File: src/rtl/scsi_xfer_arbiter_pkg.sv
// Shared types and widths for the SCSI transfer arbiter: FSM state and
// owner encodings, counter widths, and the DMA-readiness qualifier.
package scsi_xfer_arbiter_pkg;

    typedef enum logic [1:0] {
        ST_IDLE = 2'b00,
        ST_CPU  = 2'b01,
        ST_DMA  = 2'b10,
        ST_GAP  = 2'b11
    } arb_state_t;

    typedef enum logic {
        OWNER_DMA = 1'b0,
        OWNER_CPU = 1'b1
    } owner_t;

    localparam int unsigned BURST_W = 8;
    localparam int unsigned HOLD_W  = 4;

    // The FIFO side that matters depends on direction: FIFO->SCSI needs data, SCSI->FIFO needs room.
    function automatic logic dma_ready(input logic ena, input logic dreq_n, input logic dir,
                                       input logic full, input logic empty);
        return ena & ~dreq_n & (dir ? ~empty : ~full);
    endfunction

endpackage

File: src/rtl/scsi_xfer_arbiter_wdog.sv
// CPU-grant watchdog: load/enable counter with a terminal-count strobe.
// Compiled only when SCSI_ARB_WDOG_EN is defined.
`ifdef SCSI_ARB_WDOG_EN
module scsi_xfer_arbiter_wdog #(
    parameter int unsigned CYCLES = 64
) (
    input  logic clk,
    input  logic rst_n,
    input  logic load,
    input  logic enable,
    output logic tc
);

    localparam int unsigned WDOG_W = 10;
    localparam logic [WDOG_W-1:0] LAST = WDOG_W'(CYCLES - 1);

    logic [WDOG_W-1:0] cnt;

    always_ff @(posedge clk or negedge rst_n) begin
        if (!rst_n) begin
            cnt <= '0;
        end else if (load) begin
            cnt <= '0;
        end else if (enable && (cnt != LAST)) begin
            cnt <= cnt + 1'b1;
        end
    end

    assign tc = enable & (cnt == LAST);

endmodule
`endif

File: src/rtl/scsi_xfer_arbiter.sv
// Arbitrates the SCSI state machine between CPU register cycles and bounded DMA
// bursts, with a holdoff gap between grants. SCSI_ARB_WDOG_EN adds a CPU-grant watchdog.
module scsi_xfer_arbiter
    import scsi_xfer_arbiter_pkg::*;
#(
    parameter int unsigned BURST_LEN   = 8,
    parameter int unsigned HOLDOFF     = 2,
    parameter int unsigned WDOG_CYCLES = 64
) (
    input  logic       CLK,
    input  logic       nRESET,
    input  logic       CPUREQ,
    input  logic       DMAENA,
    input  logic       DREQ_,
    input  logic       DMADIR,
    input  logic       FIFOFULL,
    input  logic       FIFOEMPTY,
    input  logic       DACK,
    input  logic       INCBO,
    input  logic       SET_DSACK,
    output logic       CCPUREQ,
    output logic       CDREQ_,
    output logic [1:0] ARB_STATE,
    output logic       WDOG_ERR
);

    localparam logic [BURST_W-1:0] BURST_MAX = BURST_W'(BURST_LEN);
    localparam logic [HOLD_W-1:0]  HOLD_LAST = HOLD_W'(HOLDOFF - 1);

    arb_state_t         state;
    owner_t             last_owner;
    logic [BURST_W-1:0] burst_cnt;
    logic [BURST_W-1:0] burst_next;
    logic [HOLD_W-1:0]  hold_cnt;
    logic               cpu_armed;
    logic               wdog_err;
    logic               wdog_tc;
    logic               dma_ok;
    logic               cpu_ok;
    logic               dma_done;

    always_comb begin
        dma_ok     = dma_ready(DMAENA, DREQ_, DMADIR, FIFOFULL, FIFOEMPTY);
        cpu_ok     = CPUREQ & cpu_armed;
        // A byte completing this cycle counts toward the limit before the exit decision.
        burst_next = burst_cnt + BURST_W'(INCBO);
        dma_done   = ~DACK & ((burst_next == BURST_MAX) | ~dma_ok);
    end

`ifdef SCSI_ARB_WDOG_EN
    scsi_xfer_arbiter_wdog #(
        .CYCLES(WDOG_CYCLES)
    ) u_wdog (
        .clk   (CLK),
        .rst_n (nRESET),
        .load  (state != ST_CPU),
        .enable(state == ST_CPU),
        .tc    (wdog_tc)
    );
`else
    // WDOG_CYCLES is never 0 in a legal build, so the timeout never fires.
    assign wdog_tc = (WDOG_CYCLES == 0);
`endif

    always_ff @(posedge CLK or negedge nRESET) begin
        if (!nRESET) begin
            state      <= ST_IDLE;
            last_owner <= OWNER_DMA;
            burst_cnt  <= '0;
            hold_cnt   <= '0;
            cpu_armed  <= 1'b1;
            wdog_err   <= 1'b0;
        end else begin
            wdog_err <= 1'b0;
            if (SET_DSACK) begin
                cpu_armed <= 1'b0;
            end else if (!CPUREQ) begin
                cpu_armed <= 1'b1;
            end

            case (state)
                ST_IDLE: begin
                    // With both pending, the side that did not own last goes first.
                    if (cpu_ok && !(dma_ok && last_owner == OWNER_CPU)) begin
                        state <= ST_CPU;
                    end else if (dma_ok) begin
                        state     <= ST_DMA;
                        burst_cnt <= '0;
                    end
                end
                ST_CPU: begin
                    if (SET_DSACK) begin
                        state      <= ST_GAP;
                        hold_cnt   <= '0;
                        last_owner <= OWNER_CPU;
                    end else if (wdog_tc) begin
                        state      <= ST_GAP;
                        hold_cnt   <= '0;
                        last_owner <= OWNER_CPU;
                        wdog_err   <= 1'b1;
                        cpu_armed  <= 1'b0;
                    end
                end
                ST_DMA: begin
                    burst_cnt <= burst_next;
                    if (dma_done) begin
                        state      <= ST_GAP;
                        hold_cnt   <= '0;
                        last_owner <= OWNER_DMA;
                    end
                end
                ST_GAP: begin
                    if (hold_cnt == HOLD_LAST) begin
                        state <= ST_IDLE;
                    end else begin
                        hold_cnt <= hold_cnt + 1'b1;
                    end
                end
                default: state <= ST_IDLE;
            endcase
        end
    end

    assign CCPUREQ   = (state == ST_CPU);
    assign CDREQ_    = ~((state == ST_DMA) & dma_ok & (burst_cnt < BURST_MAX));
    assign ARB_STATE = state;
    assign WDOG_ERR  = wdog_err;

endmodule

File: config.mk
export PLATFORM = sky130hd
export DESIGN_NAME = scsi_xfer_arbiter
export DESIGN_NICKNAME = d
export VERILOG_FILES = /design/src/rtl/scsi_xfer_arbiter_pkg.sv /design/src/rtl/scsi_xfer_arbiter_wdog.sv /design/src/rtl/scsi_xfer_arbiter.sv
export SDC_FILE = /design/constraint.sdc
export NUM_CORES = 1
export LEC_CHECK = 0
export CORE_AREA = 2 2 50 52
export DETAILED_ROUTE_END_ITERATION = 10
export DIE_AREA = 0 0 52 54
export PLACE_DENSITY = 0.81
export SLEW_MARGIN = 15
export SYNTH_ARGS = -nofsm -noshare
export SYNTH_HDL_FRONTEND = slang
export SYNTH_SLANG_ARGS = --single-unit
File: constraint.sdc
create_clock -name CLK -period 4.7 [get_ports CLK]
set_input_delay 0.705 -clock CLK [delete_from_list [all_inputs] [get_ports CLK]]
set_output_delay 0.705 -clock CLK [all_outputs]
set_load 0.05 [all_outputs]
Word-level counts from Yosys, hierarchy flattened. Cells that the tools add are included.

Bits of input ports: 11. Bits in registers: 16.

Reduce and logical (&&, ||, !) cells: 11. Equality and inequality tests: 13. $lt $le $gt $ge: 1. $add $sub $neg: 2. Muxes and demuxes: 19. Bitwise logic cells: 13.

Operators by type and width (number): $mux W8 (2); $pmux W8 S2 (1); $mux W4 (3); $ne A2 B2 Y1 const B (6); $pmux W4 S3 (1); $mux W2 (5); $add A8 B1 Y8 (1); $eq A8 B4 Y1 const B (1); $lt A8 B4 Y1 const B (1); $pmux W2 S4 (1); $reduce_and A4 Y1 (2); $and A1 B1 Y1 (6); $not A1 Y1 (6); $reduce_and A3 Y1 (2); $mux W1 (5); $add A4 B1 Y4 const B (1); $eq A2 B2 Y1 const B (2); $eq A4 B1 Y1 const B (1); $reduce_bool A2 Y1 (2); $ne A3 B3 Y1 const B (1); $reduce_bool A3 Y1 (1); $eq A2 B1 Y1 const B (1); $logic_and A1 B1 Y1 (2); $logic_not A2 Y1 (1); other kinds (4) (4).

Logic depth before layout (Yosys ltp). Gate-level depths: netlist (run 1).

Depth in word-level cells: 8. Gate-level depth with buffers: 9.

Worst setup path after synthesis (run 1). OpenSTA, ideal clock, no wires.

Path kind: register -> register. From: reg state[1], in the netlist ARB_STATE[1]. To: reg hold_cnt[3]. Setup time: 0.069 ns. Slack: 2.233 ns. Cell stages (with the launch flop): 9. Arrival time: 2.398 ns. Path through: dfrtp_1 > inv_1 > ha_1 > nand2b_1 > o21ai_0 > nor2_1 > a31oi_4 > or4b_1 > nand3_1.

Word-level cells in the longest chain between the ends: 3. Elaborated cells on any way between the ends: 9. Classes of those cells: eq/ne (6); mux (1); reduce/logical (2).

RTL lines: start: declaration (RTL line scsi_xfer_arbiter.sv:30) `arb_state_t state;`; start signal: assignment (RTL line scsi_xfer_arbiter.sv:67) `state <= ST_IDLE;`; start signal: assignment (RTL line scsi_xfer_arbiter.sv:85) `state <= ST_CPU;`; start signal: assignment (RTL line scsi_xfer_arbiter.sv:87) `state <= ST_DMA;`; $eq A2 B1 Y1 *; net CCPUREQ (RTL line scsi_xfer_arbiter.sv:21) `output logic CCPUREQ,`; $ne A2 B2 Y1 (no source line) or $reduce_bool A3 Y1 (tied branches); $reduce_and A4 Y1 (no source line); end signal: assignment (RTL line scsi_xfer_arbiter.sv:116) `hold_cnt <= hold_cnt + 1'b1;`; end: declaration (RTL line scsi_xfer_arbiter.sv:34) `logic [HOLD_W-1:0] hold_cnt;`.

The timed path passes the listed nets; every way through them passes the cells marked *. A chain may end at the register's enable or synchronous reset.

Final worst setup path (run 1).
From: in DMADIR. To: out CDREQ_.

Word-level cells in the longest chain between the ends: 5.

RTL lines: start: declaration (RTL line scsi_xfer_arbiter.sv:15) `input logic DMADIR,`; $mux W1 (RTL line scsi_xfer_arbiter_pkg.sv:23) `return ena & ~dreq_n & (dir ? ~empty : ~full);`; $and A1 B1 Y1 (RTL line scsi_xfer_arbiter_pkg.sv:23); $and A1 B1 Y1 (2 in a row) (RTL line scsi_xfer_arbiter.sv:125) `assign CDREQ_ = ~((state == ST_DMA) & dma_ok & (burst_cnt < BURST_MAX));`; $not A1 Y1 (RTL line scsi_xfer_arbiter.sv:125); end: declaration (RTL line scsi_xfer_arbiter.sv:22) `output logic CDREQ_,`.

No other way between the ends.

==> flow_summary.ini, run 1 <==
[run_status]
status = finished clean

[sta]
worst_hold_slack_ns = 0.476
max_freq_ghz = 0.308
max_slew_margin_pct = 49.9
period_minus_slack_ns = 3.25
maxSlewViolCount = 0
setup_viol = 0
setup_ws_ns = 1.45
rsz0062_at_grt = no
fin_tns_setup_ns = 0
finalClockSkew_ns = 0.00792
fin_crit_sh_pct = 69.1
hold_viol_final = 0
tightest_slew_ns = 0.749

[critical_path]
crit_fanout = 6
crit_chain = clkdlybuf4s50_1 -> mux2_2 -> nor2_4 -> nand4b_1 -> clkdlybuf4s50_1
path_class = primary input to output port
path_common_cell = clkdlybuf4s50_1
worstReg2RegEnd = burst_cnt[5]$_DFFE_PN0P_
slowest_stage = clkdlybuf4s50_1
rr_startpoint = ARB_STATE[0]$_DFFE_PN0P_
endpoint_kind = output port
critPathRequiredTime_ns = 3.99
max_stage_delay_ns = 0.72
crit_path_start_kind = primary input
reg2reg_depth = 9
crit_arrival_ns = 2.54
r2r_setup_slack_ns = 2.40

[clock_tree]
cts_setup_buffers = 0
worst_skew_pair.late_latency_ns = 0.30
cts_buffers = 3
htreeDepth = 1
holdBufCountCts = 0
clk_pin_slew_worst_paths_ns = 0.10
clkSinkCount = 16
cts_tree = yes
cts_root_buffer = clkbuf_4
cts_resized = 0
clk_path_buf_depth = 2

[layout]
drive_gt1_share_pct = 11.6
utilization_pct = 60.4
num_antenna_cells = 0
finalNetCount = 167
final_cells = 176
syn_to_final_growth_pct = 13.4

[logic_synthesis]
synthCells = 134
syn_nets = 154
post-synth-top-count-cell = nand2_1
synth-edff-count = 0
yosysSeqAreaShare_pct = 32.5
synth_cell_types = 46
async_flop_share_pct = 100
synth-main-ff-cell = dfrtp_1
synth_top_area_share_pct = 30.4
yosysWarnings = 0
yosys-top-cells-area = dfrtp_1 (30%), ha_1 (9.1%), nand2_1 (4.9%), mux2i_1 (4.0%), o21ai_0 (3.6%)
synth_top_area_cell = dfrtp_1
ys_ff_latch = 16
avgSynthCellArea_um2 = 9.23
ys_top_cells_by_count = nand2_1 (16), dfrtp_1 (15), ha_1 (9), o21ai_0 (9)
synth_area_um2 = 1240

[placed_design]
dpl_worst_slack_ns = 1.45
port_buffers = 14
gp_congestion = 0.728
dp_cells = 172
dpl.hpwl_um = 1820

[detailed_routing]
route.detailed.drc = 0
drtIter0Drc = 13
vias = 988
drt_wl_total_um = 2410
wl_per_cell_um = 13.7
via_per_inst = 5.61
ant_nets = 0
dr.pass1.iters = 4

[die]
ios = 16
die-area_um2 = 2810
core-area_um2 = 2320
die_w_um = 52
die_y_um = 54
rows = 18
start_util_pct = 53.3

[pwr]
power.static_leakage_nw = 0.616
power_density_nw_per_um2 = 533
vdd_drop_max_mv = 0.494

[min_path]
worstHoldPathCells = 2
holdCritPathClass = flop to flop
worstHoldStart = cpu_armed$_DFFE_PN1P_
hold_path_end = cpu_armed$_DFFE_PN1P_

[grt]
grt_pass1_vias = 959
antenna_found_initial = 0
grt_start_max_net_pins = 17
grt.overflow.total = 0
globalRouteTotalUtil_pct = 20.0
grt_first_pass_wirelength_um = 4130

[job]
maxCapViolCount = 0
## kinds of logic (layout without fill, tap and decap cells)
group | after synthesis | after routing | share of synthesized area [%]
AND/OR/NAND/NOR | 52 | 52 | 23.1
AO/OA/AOI/OAI | 34 | 34 | 21.8
flip-flops | 16 | 16 | 32.5
buffers and inverters | 14 | 26 | 6.68
adder cells (fa/ha/maj) | 9 | 9 | 9.11
multiplexers | 7 | 7 | 5.87
other | 1 | 1 | 0.303
XOR/XNOR | 1 | 1 | 0.709
## stage by stage
| stage | instance area (um2) | power, mW |
|---|---|---|
| finish | 1400 | 0.747 |
| detailed placement | 1370 | 0.651 |
| floorplan | 1240 | 0.560 |
| global placement | 1370 | 0.635 |
| CTS | 1400 | 0.748 |
| global route | 1400 | 0.798 |
## how the worst max path moves through the flow
stage,start,endpoint,slack [ns],depth (start not counted)
floorplan,ARB_STATE[1]$_DFFE_PN0P_,hold_cnt[3]$_DFFE_PN0P_,2.23,8
global placement,DMADIR,CDREQ_,1.48,5
global route,DMADIR,CDREQ_,1.38,5
finish,DMADIR,CDREQ_,1.45,5
CTS,DMADIR,CDREQ_,1.45,5
detailed placement,DMADIR,CDREQ_,1.45,5
## where the power goes
| part | switching (mW) | internal, mW |
|---|---|---|
| Sequential | 0.0435 | 0.171 |
| Combinational | 0.256 | 0.180 |
| Clock | 0.0495 | 0.0473 |
| Total | 0.349 | 0.398 |
## critical path, delay by kind of cell
family	cells	cell delay (ns)
buffers and inverters	2	1.18
multiplexers	1	0.36
AND/OR/NAND/NOR	2	0.29
## registers in the layout (all words and copies together), names as in the netlist
name / count
ARB_STATE: 2
burst_cnt: 8
cpu_armed: 1
hold_cnt: 4
last_owner: 1
## placed cells by master (no fill, tap or decap), types with 2 or more instances in the layout
| master | Yosys | layout |
|---|---|---|
| a21oi_1 | 3 | 3 |
| clkbuf_4 | 0 | 3 |
| a31oi_1 | 2 | 2 |
| inv_1 | 7 | 7 |
| nor3_1 | 4 | 4 |
| nand3_1 | 5 | 5 |
| nand2b_1 | 7 | 7 |
| dfrtp_1 | 15 | 15 |
| nand2_1 | 16 | 16 |
| nor2_1 | 5 | 5 |
| nand4_1 | 3 | 3 |
| ha_1 | 9 | 9 |
| clkdlybuf4s50_1 | 0 | 14 |
| a21o_1 | 3 | 3 |
| mux2i_1 | 5 | 5 |
| o22ai_1 | 2 | 2 |
| o21ai_0 | 9 | 9 |
| a22o_1 | 5 | 5 |
## layout make-up
type,instances,area [um2]
repair buffers,15,148
clock buffers,4,36.3
well taps,30,37.5
multi-input cells,104,752
flip-flops and latches,16,402
inverters,7,26.3
fillers,202,918
## routing by layer
layer	up-vias	track usage [%]	share of wire, %
met3	4	3.33	3.2
met5	-	0	0
met1	466	24.3	46
li1	507	-	-
met4	0	7.89	1.2
met2	11	35.2	50
(Power assumes the default switching activity.)
==> run 2: changes to the inputs <==
--- a/config.mk
+++ b/config.mk
@@ -5,10 +5,10 @@
 export SDC_FILE = /design/constraint.sdc
 export NUM_CORES = 1
 export LEC_CHECK = 0
-export CORE_AREA = 2 2 50 52
+export CORE_AREA = 2 2 54 56
 export DETAILED_ROUTE_END_ITERATION = 10
-export DIE_AREA = 0 0 52 54
-export PLACE_DENSITY = 0.81
+export DIE_AREA = 0 0 56 58
+export PLACE_DENSITY = 0.74
 export SLEW_MARGIN = 15
 export SYNTH_ARGS = -nofsm -noshare
 export SYNTH_HDL_FRONTEND = slang
==> constraint.sdc (replaced) <==
create_clock -name CLK -period 2.8 [get_ports CLK]
set_input_delay 0.42 -clock CLK [delete_from_list [all_inputs] [get_ports CLK]]
set_output_delay 0.42 -clock CLK [all_outputs]
set_load 0.05 [all_outputs]
==> flow_summary.ini, run 2 (synthesis gave the netlist of run 1 again) <==
[die]
die_y_um = 58
ios = 16
start_util_pct = 46.4
die-area_um2 = 3250
core-area_um2 = 2660
rows = 19
die_w_um = 56

[sta]
max_freq_ghz = 0.421
rsz0062_at_grt = no
max_slew_margin_pct = 50.0
maxSlewViolCount = 0
tightest_slew_ns = 0.747
fin_crit_sh_pct = 84.8
finalClockSkew_ns = 0.0140
period_minus_slack_ns = 2.37
fin_tns_setup_ns = 0
setup_viol = 0
hold_viol_final = 0

[critical_path]
crit_buf_inv = 1
max_stage_delay_ns = 0.50
worstReg2RegEnd = burst_cnt[2]$_DFFE_PN0P_
path_class = primary input to flop
critPathTopFamily = simple AND/OR/NAND/NOR gates
crit_fanout = 5
slowest_stage = clkdlybuf4s50_1
startpoint = INCBO
crit_path_start_kind = primary input
critPathRequiredTime_ns = 2.98
r2r_setup_slack_ns = 0.52
crit_chain = clkdlybuf4s50_1 -> ha_1 -> nand4_1 -> or2_1 -> o2111a_1 -> nand2_1 -> a31oi_2 -> mux2_1
endpoint_kind = flop
rr_startpoint = ARB_STATE[0]$_DFFE_PN0P_
reg2reg_depth = 9
worstSetupEndpoint = ARB_STATE[0]$_DFFE_PN0P_
worstSetupPathDepth = 8
crit_arrival_ns = 2.56

[clock_tree]
cts_setup_buffers = 0
cts_root_buffer = clkbuf_4
clkSinkCount = 16
cts_tree = yes
clk_pin_slew_worst_paths_ns = 0.11
worst_skew_pair.late_latency_ns = 0.29
clk_path_buf_depth = 2
cts_resized = 0
cts_buffers = 3
holdBufCountCts = 0
htreeDepth = 1

[grt]
grt_use_met3_pct = 2.46
grt.overflow.total = 0
globalRouteTotalUtil_pct = 17.6
met2_usage_pct = 31.1
grt_first_pass_wirelength_um = 4510
grt_use_met1_pct = 22.3
antenna_found_initial = 0
grt.busiest_layer = met2
grt_pass1_vias = 1058
grt_start_max_net_pins = 17

[layout]
syn_to_final_growth_pct = 14.5
regMostFlops = burst_cnt
largest_register_ffs = 8
nFillCells = 270
drive_gt1_share_pct = 13.5
most-common-layout-cells = nand2_1 (16), dfrtp_1 (15), clkdlybuf4s50_1 (13)
final_common_cell = nand2_1
finalNetCount = 169
final_cells = 179
num_antenna_cells = 0

[detailed_routing]
vias = 1022
wl_per_cell_um = 13.9
ant_nets = 0
drtIter0Drc = 40
via_per_inst = 5.71
drt_wl_total_um = 2490
dr.pass1.iters = 4
route.detailed.drc = 0

[run_status]
status = finished clean

[min_path]
holdCritPathClass = flop to flop

[pwr]
power.static_leakage_nw = 0.626
power_density_nw_per_um2 = 902
vdd_drop_max_mv = 0.753
p_total_mw = 1.28

[placed_design]
dpl.hpwl_um = 1920
port_buffers = 14
dp_cells = 175
gp_congestion = 0.835

[job]
maxCapViolCount = 0
[run 2: metrics by stage]
stage	hold WS [ns]	worst slack, ns	cell area, um2	util (%)
2_1_floorplan	0.124	0.333	1240	-
3_3_place_gp	0.461	0.229	1380	51.8
3_5_place_dp	0.466	0.136	1380	51.8
4_1_cts	0.482	0.448	1420	53.1
5_1_grt	0.502	0.293	1420	53.1
6_report	0.478	0.425	1420	53.1
[run 2: layout make-up]
class	count	area (um2)	share of cell area, %
inverters	7	26.3	1.86
repair buffers	17	160	11.3
clock buffers	4	36.3	2.56
well taps	31	38.8	2.74
multi-input cells	104	752	53.1
flip-flops and latches	16	402	28.4
[run 2: per-layer routing]
metal / share of wire, % / vias up / routed length, um
met4: 0.48 / 0 / 12
met3: 4.5 / 2 / 112
li1: - / 512 / -
met1: 46 / 485 / 1140
met2: 49 / 23 / 1220
met5: 0 / - / 0
[run 2: worst min-delay path by stage]
| stage | cells after the start | from | endpoint |
|---|---|---|---|
| after floorplan | 0 | nRESET | ARB_STATE[0]$_DFFE_PN0P_ |
| after global placement | 2 | cpu_armed$_DFFE_PN1P_ | cpu_armed$_DFFE_PN1P_ |
| final | 2 | cpu_armed$_DFFE_PN1P_ | cpu_armed$_DFFE_PN1P_ |
| after detailed placement | 2 | cpu_armed$_DFFE_PN1P_ | cpu_armed$_DFFE_PN1P_ |
| after CTS | 2 | cpu_armed$_DFFE_PN1P_ | cpu_armed$_DFFE_PN1P_ |
| after global routing | 2 | cpu_armed$_DFFE_PN1P_ | cpu_armed$_DFFE_PN1P_ |
[run 2: worst reg2reg max path, stage by stage, from the launching register on]
cell and delay, ns:
dfrtp_1 0.45, inv_1 0.11, ha_1 0.23, inv_1 0.12, nor2_1 0.05, a31oi_1 0.56, buf_4 0.26, nor3_1 0.05
a21o_1 0.16, a22o_1 0.17
[run 2: power by group]
part	switching (mW)	internal, mW	leakage (nW)
logic	0.442	0.319	0.394
clock network	0.0764	0.0791	0.0210
registers	0.0726	0.287	0.211
total	0.591	0.685	0.626
==> run 3: changes to the inputs <==
--- a/config.mk
+++ b/config.mk
@@ -5,10 +5,10 @@
 export SDC_FILE = /design/constraint.sdc
 export NUM_CORES = 1
 export LEC_CHECK = 0
-export CORE_AREA = 2 2 54 56
+export CORE_AREA = 2 2 51 53
 export DETAILED_ROUTE_END_ITERATION = 10
-export DIE_AREA = 0 0 56 58
-export PLACE_DENSITY = 0.74
+export DIE_AREA = 0 0 53 55
+export PLACE_DENSITY = 0.78
 export SLEW_MARGIN = 15
 export SYNTH_ARGS = -nofsm -noshare
 export SYNTH_HDL_FRONTEND = slang
==> constraint.sdc (replaced) <==
create_clock -name CLK -period 2.4 [get_ports CLK]
set_input_delay 0.36 -clock CLK [delete_from_list [all_inputs] [get_ports CLK]]
set_output_delay 0.36 -clock CLK [all_outputs]
set_load 0.05 [all_outputs]
==> flow_summary.ini, run 3 (synthesis gave the netlist of run 1 again) <==
[critical_path]
critPathRequiredTime_ns = 2.58
worstReg2RegEnd = ARB_STATE[0]$_DFFE_PN0P_
reg2reg_depth = 7
crit_path_start_kind = primary input
crit_arrival_ns = 2.43
r2r_setup_slack_ns = 0.34
path_class = primary input to flop
rr_startpoint = burst_cnt[0]$_DFFE_PN0P_
startpoint = INCBO
endpoint_kind = flop
worstSetupEndpoint = ARB_STATE[0]$_DFFE_PN0P_
crit_fanout = 5

[layout]
final_cells = 185
largest_register_ffs = 8
most-common-layout-cells = nand2_1 (16), dfrtp_1 (14), clkdlybuf4s50_1 (13)
regMostFlops = burst_cnt
finalNetCount = 176
num_antenna_cells = 0
syn_to_final_growth_pct = 18.7
final_common_cell = nand2_1
drive_gt1_share_pct = 18.1

[clock_tree]
clk_path_buf_depth = 2
cts_buffers = 3
cts_tree = yes
cts_resized = 0
clkSinkCount = 16
htreeDepth = 1
cts_setup_buffers = 0
clk_pin_slew_worst_paths_ns = 0.10
holdBufCountCts = 0
worst_skew_pair.late_latency_ns = 0.29
cts_root_buffer = clkbuf_4

[sta]
max_slew_margin_pct = 49.4
setup_viol = 0
fin_crit_sh_pct = 93.6
setup_ws_ns = 0.154
tightest_slew_ns = 0.756
max_freq_ghz = 0.445
rsz0062_at_grt = no
maxSlewViolCount = 0
worst_hold_slack_ns = 0.492
finalClockSkew_ns = 0.00710
fin_tns_setup_ns = 0
hold_viol_final = 0
period_minus_slack_ns = 2.25

[detailed_routing]
drt_wl_total_um = 2510
drtIter0Drc = 14
dr.pass1.iters = 4
vias = 1019
via_per_inst = 5.51
route.detailed.drc = 0
wl_per_cell_um = 13.5
ant_nets = 0

[placed_design]
dpl_worst_slack_ns = -0.147
port_buffers = 14
gp_congestion = 0.826
dpl.hpwl_um = 1920
dp_cells = 181

[pwr]
power.static_leakage_nw = 0.657
power_density_nw_per_um2 = 1060
vdd_drop_max_mv = 0.861

[run_status]
status = finished clean

[grt]
grt_pass1_vias = 1058
grt_start_max_net_pins = 17
grt.overflow.total = 0
globalRouteTotalUtil_pct = 20.7
grt_first_pass_wirelength_um = 4420
antenna_found_initial = 0

[die]
core-area_um2 = 2360
die-area_um2 = 2920
rows = 18
die_w_um = 53
start_util_pct = 52.3
die_y_um = 55
ios = 16

[job]
maxCapViolCount = 0

[min_path]
holdCritPathClass = flop to flop
==> run 3: layer usage <==
| metal | track usage (%) | vias up | wire, um |
|---|---|---|---|
| met5 | 0 | - | 0 |
| met4 | 7.69 | 0 | 8 |
| met3 | 2.42 | 2 | 43 |
| met2 | 38.3 | 6 | 1260 |
| met1 | 24.7 | 484 | 1190 |
| li1 | - | 527 | - |
==> run 3: worst min path at each step <==
stage                                from                  endpoint  slack (ns)  depth (start not counted)
floorplan                          nRESET  ARB_STATE[0]$_DFFE_PN0P_        0.06                          0
global placement    cpu_armed$_DFFE_PN1P_     cpu_armed$_DFFE_PN1P_        0.46                          2
detailed placement  cpu_armed$_DFFE_PN1P_     cpu_armed$_DFFE_PN1P_        0.48                          2
CTS                 cpu_armed$_DFFE_PN1P_     cpu_armed$_DFFE_PN1P_        0.50                          2
global route        cpu_armed$_DFFE_PN1P_     cpu_armed$_DFFE_PN1P_        0.52                          2
finish              cpu_armed$_DFFE_PN1P_     cpu_armed$_DFFE_PN1P_        0.49                          2
==> run 3: critical path: stages <==
cell	delay (ns)
clkdlybuf4s50_1	0.49
ha_1	0.23
nand4_1	0.20
or2_1	0.29
o2111a_1	0.31
nand2_1	0.12
a31oi_2	0.11
mux2_1	0.32
==> run 3: through the flow <==
step	power [mW]	cell area, um2	utilization (%)
after floorplan	1.10	1240	-
after global placement	1.34	1430	60.5
after detailed placement	1.37	1430	60.5
after CTS	1.56	1470	62.1
after global routing	1.68	1470	62.1
final	1.55	1470	62.1
==> run 3: report_power, final <==
part / total [mW] / switching (mW) / internal [mW]
Combinational: 0.950 / 0.524 / 0.425
Sequential: 0.420 / 0.0840 / 0.336
Clock: 0.182 / 0.0900 / 0.0923
Total: 1.55 / 0.698 / 0.854
==> run 3: final cells by class <==
cell class	count	area, um2
clock buffer	4	36.3
fill	203	897
inverter	7	26.3
multi-input combinational	104	752
sequential	16	403
tap	30	37.5
timing repair buffer	24	213
